## src/rtl/uart_pkg.sv

```systemverilog
// Shared definitions for the UART transmit scheduler: FSM encoding, line levels, timing default.
// The PARITY state exists only when UART_TX_SCHED_PARITY_EN is defined.
package uart_pkg;

    localparam int unsigned TICKS_PER_BIT_DEF = 16;

    localparam logic LINE_IDLE  = 1'b1;
    localparam logic LINE_START = 1'b0;

    typedef enum logic [2:0] {
        ST_IDLE   = 3'd0,
        ST_START  = 3'd1,
        ST_DATA   = 3'd2,
`ifdef UART_TX_SCHED_PARITY_EN
        ST_PARITY = 3'd3,
`endif
        ST_STOP   = 3'd4
    } state_t;

endpackage

```

## src/rtl/rr_arbiter.sv

```systemverilog
// Combinational round-robin picker: first asserted request searching upward from ptr+1 (mod N_REQ).
module rr_arbiter #(
    parameter int unsigned N_REQ  = 4,
    parameter int unsigned NB_IDX = $clog2(N_REQ)
) (
    input  logic [N_REQ-1:0]  req,
    input  logic [NB_IDX-1:0] ptr,
    output logic [N_REQ-1:0]  grant,
    output logic [NB_IDX-1:0] idx,
    output logic              any
);

    logic [N_REQ-1:0] req_rot;

    // Walk from farthest to nearest candidate so the nearest hit wins.
    always_comb begin
        idx     = '0;
        any     = 1'b0;
        req_rot = '0;
        for (int i = int'(N_REQ); i >= 1; i--) begin
            req_rot = req >> ((int'(ptr) + i) % int'(N_REQ));
            if (req_rot[0]) begin
                idx = NB_IDX'((int'(ptr) + i) % int'(N_REQ));
                any = 1'b1;
            end
        end
        grant = any ? (N_REQ'(1) << idx) : '0;
    end

endmodule

```

## src/rtl/uart_tx_scheduler.sv

```systemverilog
// Round-robin shared UART transmitter: arbitrates N_REQ byte sources onto one TX line.
// Optional even-parity bit enabled by defining UART_TX_SCHED_PARITY_EN.
module uart_tx_scheduler
    import uart_pkg::*;
#(
    parameter int unsigned N_REQ         = 4,
    parameter int unsigned NB_DATA       = 8,
    parameter int unsigned TICKS_PER_BIT = TICKS_PER_BIT_DEF,
    parameter int unsigned NB_IDX        = $clog2(N_REQ)
) (
    input  logic                     i_clock,
    input  logic                     i_reset,
    input  logic                     i_tick,
    input  logic [N_REQ-1:0]         i_req,
    input  logic [N_REQ*NB_DATA-1:0] i_data,
    output logic [N_REQ-1:0]         o_grant,
    output logic [NB_IDX-1:0]        o_grant_idx,
    output logic                     o_busy,
    output logic                     o_done,
    output logic                     o_tx
);

    localparam int unsigned TW = (TICKS_PER_BIT > 1) ? $clog2(TICKS_PER_BIT) : 1;
    localparam int unsigned BW = (NB_DATA > 1) ? $clog2(NB_DATA) : 1;

    state_t               state, state_d;
    logic [TW-1:0]        tick_cnt, tick_cnt_d;
    logic [BW-1:0]        bit_cnt, bit_cnt_d;
    logic [NB_DATA-1:0]   shift_reg, shift_d;
    logic [NB_IDX-1:0]    ptr, ptr_d;
    logic [N_REQ-1:0]     grant_d;
    logic [NB_IDX-1:0]    grant_idx_d;
    logic                 busy_d, done_d, tx_d;
    logic                 bit_end;
    logic [N_REQ-1:0]     arb_grant;
    logic [NB_IDX-1:0]    arb_idx;
    logic                 arb_any;
    logic [NB_DATA-1:0]   arb_byte;
`ifdef UART_TX_SCHED_PARITY_EN
    logic                 parity, parity_d;
`endif

    rr_arbiter #(
        .N_REQ  (N_REQ),
        .NB_IDX (NB_IDX)
    ) u_arb (
        .req   (i_req),
        .ptr   (ptr),
        .grant (arb_grant),
        .idx   (arb_idx),
        .any   (arb_any)
    );

    assign arb_byte = NB_DATA'(i_data >> (int'(arb_idx) * int'(NB_DATA)));
    assign bit_end  = i_tick && (tick_cnt == TW'(TICKS_PER_BIT - 1));

    // Next-state, counters and next values of all registered outputs.
    always_comb begin
        state_d     = state;
        tick_cnt_d  = tick_cnt;
        bit_cnt_d   = bit_cnt;
        shift_d     = shift_reg;
        ptr_d       = ptr;
        grant_d     = '0;
        grant_idx_d = o_grant_idx;
        busy_d      = o_busy;
        done_d      = 1'b0;
        tx_d        = LINE_IDLE;
`ifdef UART_TX_SCHED_PARITY_EN
        parity_d    = parity;
`endif

        if (state != ST_IDLE && i_tick) begin
            tick_cnt_d = bit_end ? '0 : tick_cnt + 1'b1;
        end

        case (state)
            ST_IDLE: begin
                if (arb_any) begin
                    shift_d     = arb_byte;
                    ptr_d       = arb_idx;
                    grant_idx_d = arb_idx;
                    grant_d     = arb_grant;
                    busy_d      = 1'b1;
                    tick_cnt_d  = '0;
                    state_d     = ST_START;
`ifdef UART_TX_SCHED_PARITY_EN
                    parity_d    = ^arb_byte;
`endif
                end
            end
            ST_START: begin
                if (bit_end) begin
                    bit_cnt_d = '0;
                    state_d   = ST_DATA;
                end
            end
            ST_DATA: begin
                if (bit_end) begin
                    shift_d   = shift_reg >> 1;
                    bit_cnt_d = bit_cnt + 1'b1;
                    if (bit_cnt == BW'(NB_DATA - 1)) begin
`ifdef UART_TX_SCHED_PARITY_EN
                        state_d = ST_PARITY;
`else
                        state_d = ST_STOP;
`endif
                    end
                end
            end
`ifdef UART_TX_SCHED_PARITY_EN
            ST_PARITY: begin
                if (bit_end) begin
                    state_d = ST_STOP;
                end
            end
`endif
            ST_STOP: begin
                if (bit_end) begin
                    done_d  = 1'b1;
                    busy_d  = 1'b0;
                    state_d = ST_IDLE;
                end
            end
            default: state_d = ST_IDLE;
        endcase

        // Line level follows the state being entered so o_tx stays registered.
        case (state_d)
            ST_START:  tx_d = LINE_START;
            ST_DATA:   tx_d = shift_d[0];
`ifdef UART_TX_SCHED_PARITY_EN
            ST_PARITY: tx_d = parity_d;
`endif
            default:   tx_d = LINE_IDLE;
        endcase
    end

    always_ff @(posedge i_clock) begin
        if (!i_reset) begin
            state       <= ST_IDLE;
            tick_cnt    <= '0;
            bit_cnt     <= '0;
            shift_reg   <= '0;
            ptr         <= NB_IDX'(N_REQ - 1);
            o_grant     <= '0;
            o_grant_idx <= '0;
            o_busy      <= 1'b0;
            o_done      <= 1'b0;
            o_tx        <= LINE_IDLE;
`ifdef UART_TX_SCHED_PARITY_EN
            parity      <= 1'b0;
`endif
        end else begin
            state       <= state_d;
            tick_cnt    <= tick_cnt_d;
            bit_cnt     <= bit_cnt_d;
            shift_reg   <= shift_d;
            ptr         <= ptr_d;
            o_grant     <= grant_d;
            o_grant_idx <= grant_idx_d;
            o_busy      <= busy_d;
            o_done      <= done_d;
            o_tx        <= tx_d;
`ifdef UART_TX_SCHED_PARITY_EN
            parity      <= parity_d;
`endif
        end
    end

endmodule
```

## config.mk

```make
export PLATFORM = sky130hd
export DESIGN_NAME = uart_tx_scheduler
export DESIGN_NICKNAME = d
export VERILOG_FILES = /design/src/rtl/uart_pkg.sv /design/src/rtl/rr_arbiter.sv /design/src/rtl/uart_tx_scheduler.sv
export SDC_FILE = /design/constraint.sdc
export NUM_CORES = 1
export LEC_CHECK = 0
export ABC_AREA = 1
export CORE_MARGIN = 1.5
export CORE_UTILIZATION = 47
export CTS_CLUSTER_DIAMETER = 80
export DETAILED_ROUTE_END_ITERATION = 16
export HOLD_SLACK_MARGIN = 0.15
export PLACE_DENSITY_LB_ADDON = 0.15
export SYNTH_ARGS = -nofsm -noshare
export SYNTH_HDL_FRONTEND = slang
export SYNTH_SLANG_ARGS = --single-unit
```

## constraint.sdc

```tcl
create_clock -name i_clock -period 2 [get_ports i_clock]
set_clock_uncertainty 0.2 [all_clocks]
set_input_delay 0.4 -clock i_clock [delete_from_list [all_inputs] [get_ports i_clock]]
set_output_delay 0.4 -clock i_clock [all_outputs]
set_load 0.05 [all_outputs]
```

==> run_results.csv <==
group,metric,value,unit
outcome,status,"finished with violations",
outcome,violations,"setup timing",
global_routing,grt_antenna_before_repair,0,
setup_path,critPathLaunchType,"flop",
clock_network,clkSlewWorstSetupHoldPaths,0.10,ns
setup_path,startpoint,"ptr[0]",
setup_path,cpMaxStageDelayCell,"dfxtp_4",
final_layout,fin_util,0.810,
clock_network,cts_tree,"built",
final_layout,final_nets,385,
sta,period_minus_slack,2.08,ns
floorplanning,initial_core_util,0.495,
clock_network,cts_inserted_buffers,5,
sta,rsz0062_at_grt,"yes",
floorplanning,fp.dieH,62.5,um
global_routing,grt_first_pass_wirelength,7630,um
synthesis,ys_types,28,
sta,post-route-period-util,1.04,
sta,worst_slew_pin_slew,0.247,ns
power,ir_worst_vdd,1050,uV
route,wirelength,5290,um
setup_path,critical_path_class,"flop to flop",
setup_path,cp_common_cell,"nand2_1",
sta,hold_viol,0,
global_routing,gr-total-overflow,0,
route,ant_nets,0,
global_routing,grt_max_degree,13,
place,dp.cells,372,
floorplanning,dieArea,3910,um2
synthesis,ys.warnings.count,0,
clock_network,cts_buffer_depth,2,
power,power_density,1580,nW/um2
route,first_pass_iters,4,
synthesis,synth.avg_cell_area,6.48,um2
power,p_leak,1.28,nW
synthesis,synth_seq_cells,29,
clock_network,cts_root_buffer,"clkbuf_4",
clock_network,htreeDepth,2,
setup_path,regToRegStartpoint,"ptr[0]",
sta,fmax,482,MHz
floorplanning,die_w,62.5,um
synthesis,synthesis.area,1670,um2
min_path,min-delay-path-class,"flop to flop",
clock_network,cts_hold_buf,0,
final_layout,fillers,245,
setup_path,required,2.04,ns
final_layout,num_antenna_cells,0,
sta,setup_slack,-0.0759,ns
place,dp_hpwl,3280,um
setup_path,crit_chain,"buf_6 > nand2_2 > o21ai_2 > buf_4 > nand2_1 > nand2_1 > nand3_1 > nand2_1 > nand2_2 > buf_6 > nand3_2 > nand3_2 > nand2_2 > nand3_2 > nand2_1",
route,num_vias,2015,
synthesis,ys_seq_area_frac,0.349,
run,cap_violations,0,
synthesis,syn_inst,257,
clock_network,cts_sinks,29,
setup_path,worst_path_largest_cell_delay,0.40,ns
route,viasPerCell,5.17,
min_path,hold_start,"o_grant_idx[1]",
sta,max-slew-margin-rel,0.834,
sta,finalSetupViolations,11,
setup_path,endpoint_kind,"flop",
synthesis,syn_nets,299,
place,port_buffers,47,
global_routing,grt_pass1_vias,1872,
final_layout,areaGrowthSynthToFinish,63.6,%
global_routing,track_usage,0.244,
floorplanning,design.portCount,48,
final_layout,instances_no_fill,390,
sta,slew_violations,0,
route,drc,0,
clock_network,insertion_delay,0.34,ns
place,place_congestion,0.864,
route,drt_iter0_markers,138,
power,p_total,4.30,mW
final_layout,largest_register_ffs,8,
floorplanning,rows,21,
route,wire_per_inst,13.6,um
floorplanning,coreArea,3360,um2
setup_path,cp.arrival,2.11,ns
setup_path,path_max_fanout,7,
final_layout,layout-drive-gt1-share,0.326,
[metrics by stage]
step                      setup slack (ns)  cell area (um2)  hold WS [ns]  setup TNS [ns]
after floorplan                      0.145             1670         0.228               0
after global placement              -0.474             2350         0.246           -7.90
after detailed placement            -0.543             2350         0.242           -9.24
after CTS                          0.00374             2440         0.261               0
after global routing                -0.142             2720         0.314           -1.34
final                              -0.0759             2720         0.264          -0.476
[logic make-up (layout without fill, tap and decap cells)]
kind of cell    count (synthesis)  count (layout)  synth area share
fa+ha+maj                       3               3            0.0225
compound gates                 51              51             0.178
buf+inv                        43             129             0.115
flops                          29              29             0.349
simple gates                  131             132             0.336
[per-layer routing]
layer / routed length, um / part of all wire / global-route usage / vias to the layer above
li1: - / - / - / 1003
met1: 2080 / 0.39 / 0.278 / 923
met2: 2780 / 0.52 / 0.446 / 69
met3: 237 / 0.045 / 0.0414 / 20
met4: 201 / 0.038 / 0.103 / 0
met5: 0 / 0 / 0 / -
[synthesized netlist by cell type]
master,n,area [um2]
a211oi_1,1,7.51
a21boi_0,1,7.51
a21oi_1,9,45.0
a22oi_1,7,52.6
buf_6,4,45.0
clkbuf_1,1,3.75
dfxtp_1,29,581
ha_1,3,37.5
inv_1,30,113
inv_2,8,30.0
nand2_1,69,259
nand2_2,3,18.8
nand2_4,1,11.3
nand3_1,13,65.1
nand3_2,1,10.0
nand4_1,1,6.26
nor2_1,36,135
nor2_2,1,6.26
nor2_4,2,22.5
nor3_1,1,5.00
nor3b_1,1,7.51
o211ai_1,2,15.0
o21ai_0,11,55.1
o21ai_1,11,55.1
o21ai_2,1,8.76
o22ai_1,8,50.1
or2_0,1,6.26
or2_2,1,6.26
[worst max-delay path: cells and delay by family, from the launching register on]
family | cells | cell delay, ns
buf+inv | 3 | 0.43
compound gates | 1 | 0.06
flops | 1 | 0.40
simple gates | 11 | 0.90
[worst paths after layout]
kind              slack, ns             end  cells after the start
setup / recovery      -0.08            o_tx                     15
hold reg to reg        0.26  o_grant_idx[1]                      2
setup reg to reg      -0.08            o_tx                     15
hold / removal         0.26  o_grant_idx[1]                      2
[where the power goes]
part	internal [mW]	switching (mW)	total, mW
Clock	0.134	0.218	0.351
Combinational	1.34	1.78	3.12
Sequential	0.724	0.0998	0.823
[placed cells by master, fill, tap and decap left out, types with 4 or more instances in the layout]
cell type	Yosys	final
a21oi_1	9	8
a22oi_1	7	7
buf_4	0	35
buf_6	4	8
clkbuf_4	0	5
clkdlybuf4s50_1	0	34
dfxtp_1	29	27
inv_1	30	27
inv_2	8	6
inv_4	0	4
nand2_1	69	53
nand2_2	3	16
nand3_1	13	6
nand3_2	1	7
nor2_1	36	31
nor2_2	1	4
nor2_4	2	4
o21ai_0	11	7
o21ai_1	11	11
o21ai_2	1	4
o22ai_1	8	5
[timing repair]
action,CTS,global route
endpoints found under the setup margin,15,19
cloned,1,0
buffers inserted,2,8
pin swaps,12,19
hold endpoints to repair,0,0
resized for setup,15,61
[layout make-up]
| type | count | area (um2) | area share |
|---|---|---|---|
| multi-input cells | 186 | 1100 | 0.402 |
| flip-flops and latches | 29 | 586 | 0.215 |
| clock inverters | 2 | 10.0 | 0.00367 |
| inverters | 38 | 158 | 0.0579 |
| repair buffers | 83 | 776 | 0.285 |
| well taps | 46 | 57.6 | 0.0211 |
| clock buffers | 6 | 41.3 | 0.0152 |
Note: power is estimated with default switching activity, not from simulation.
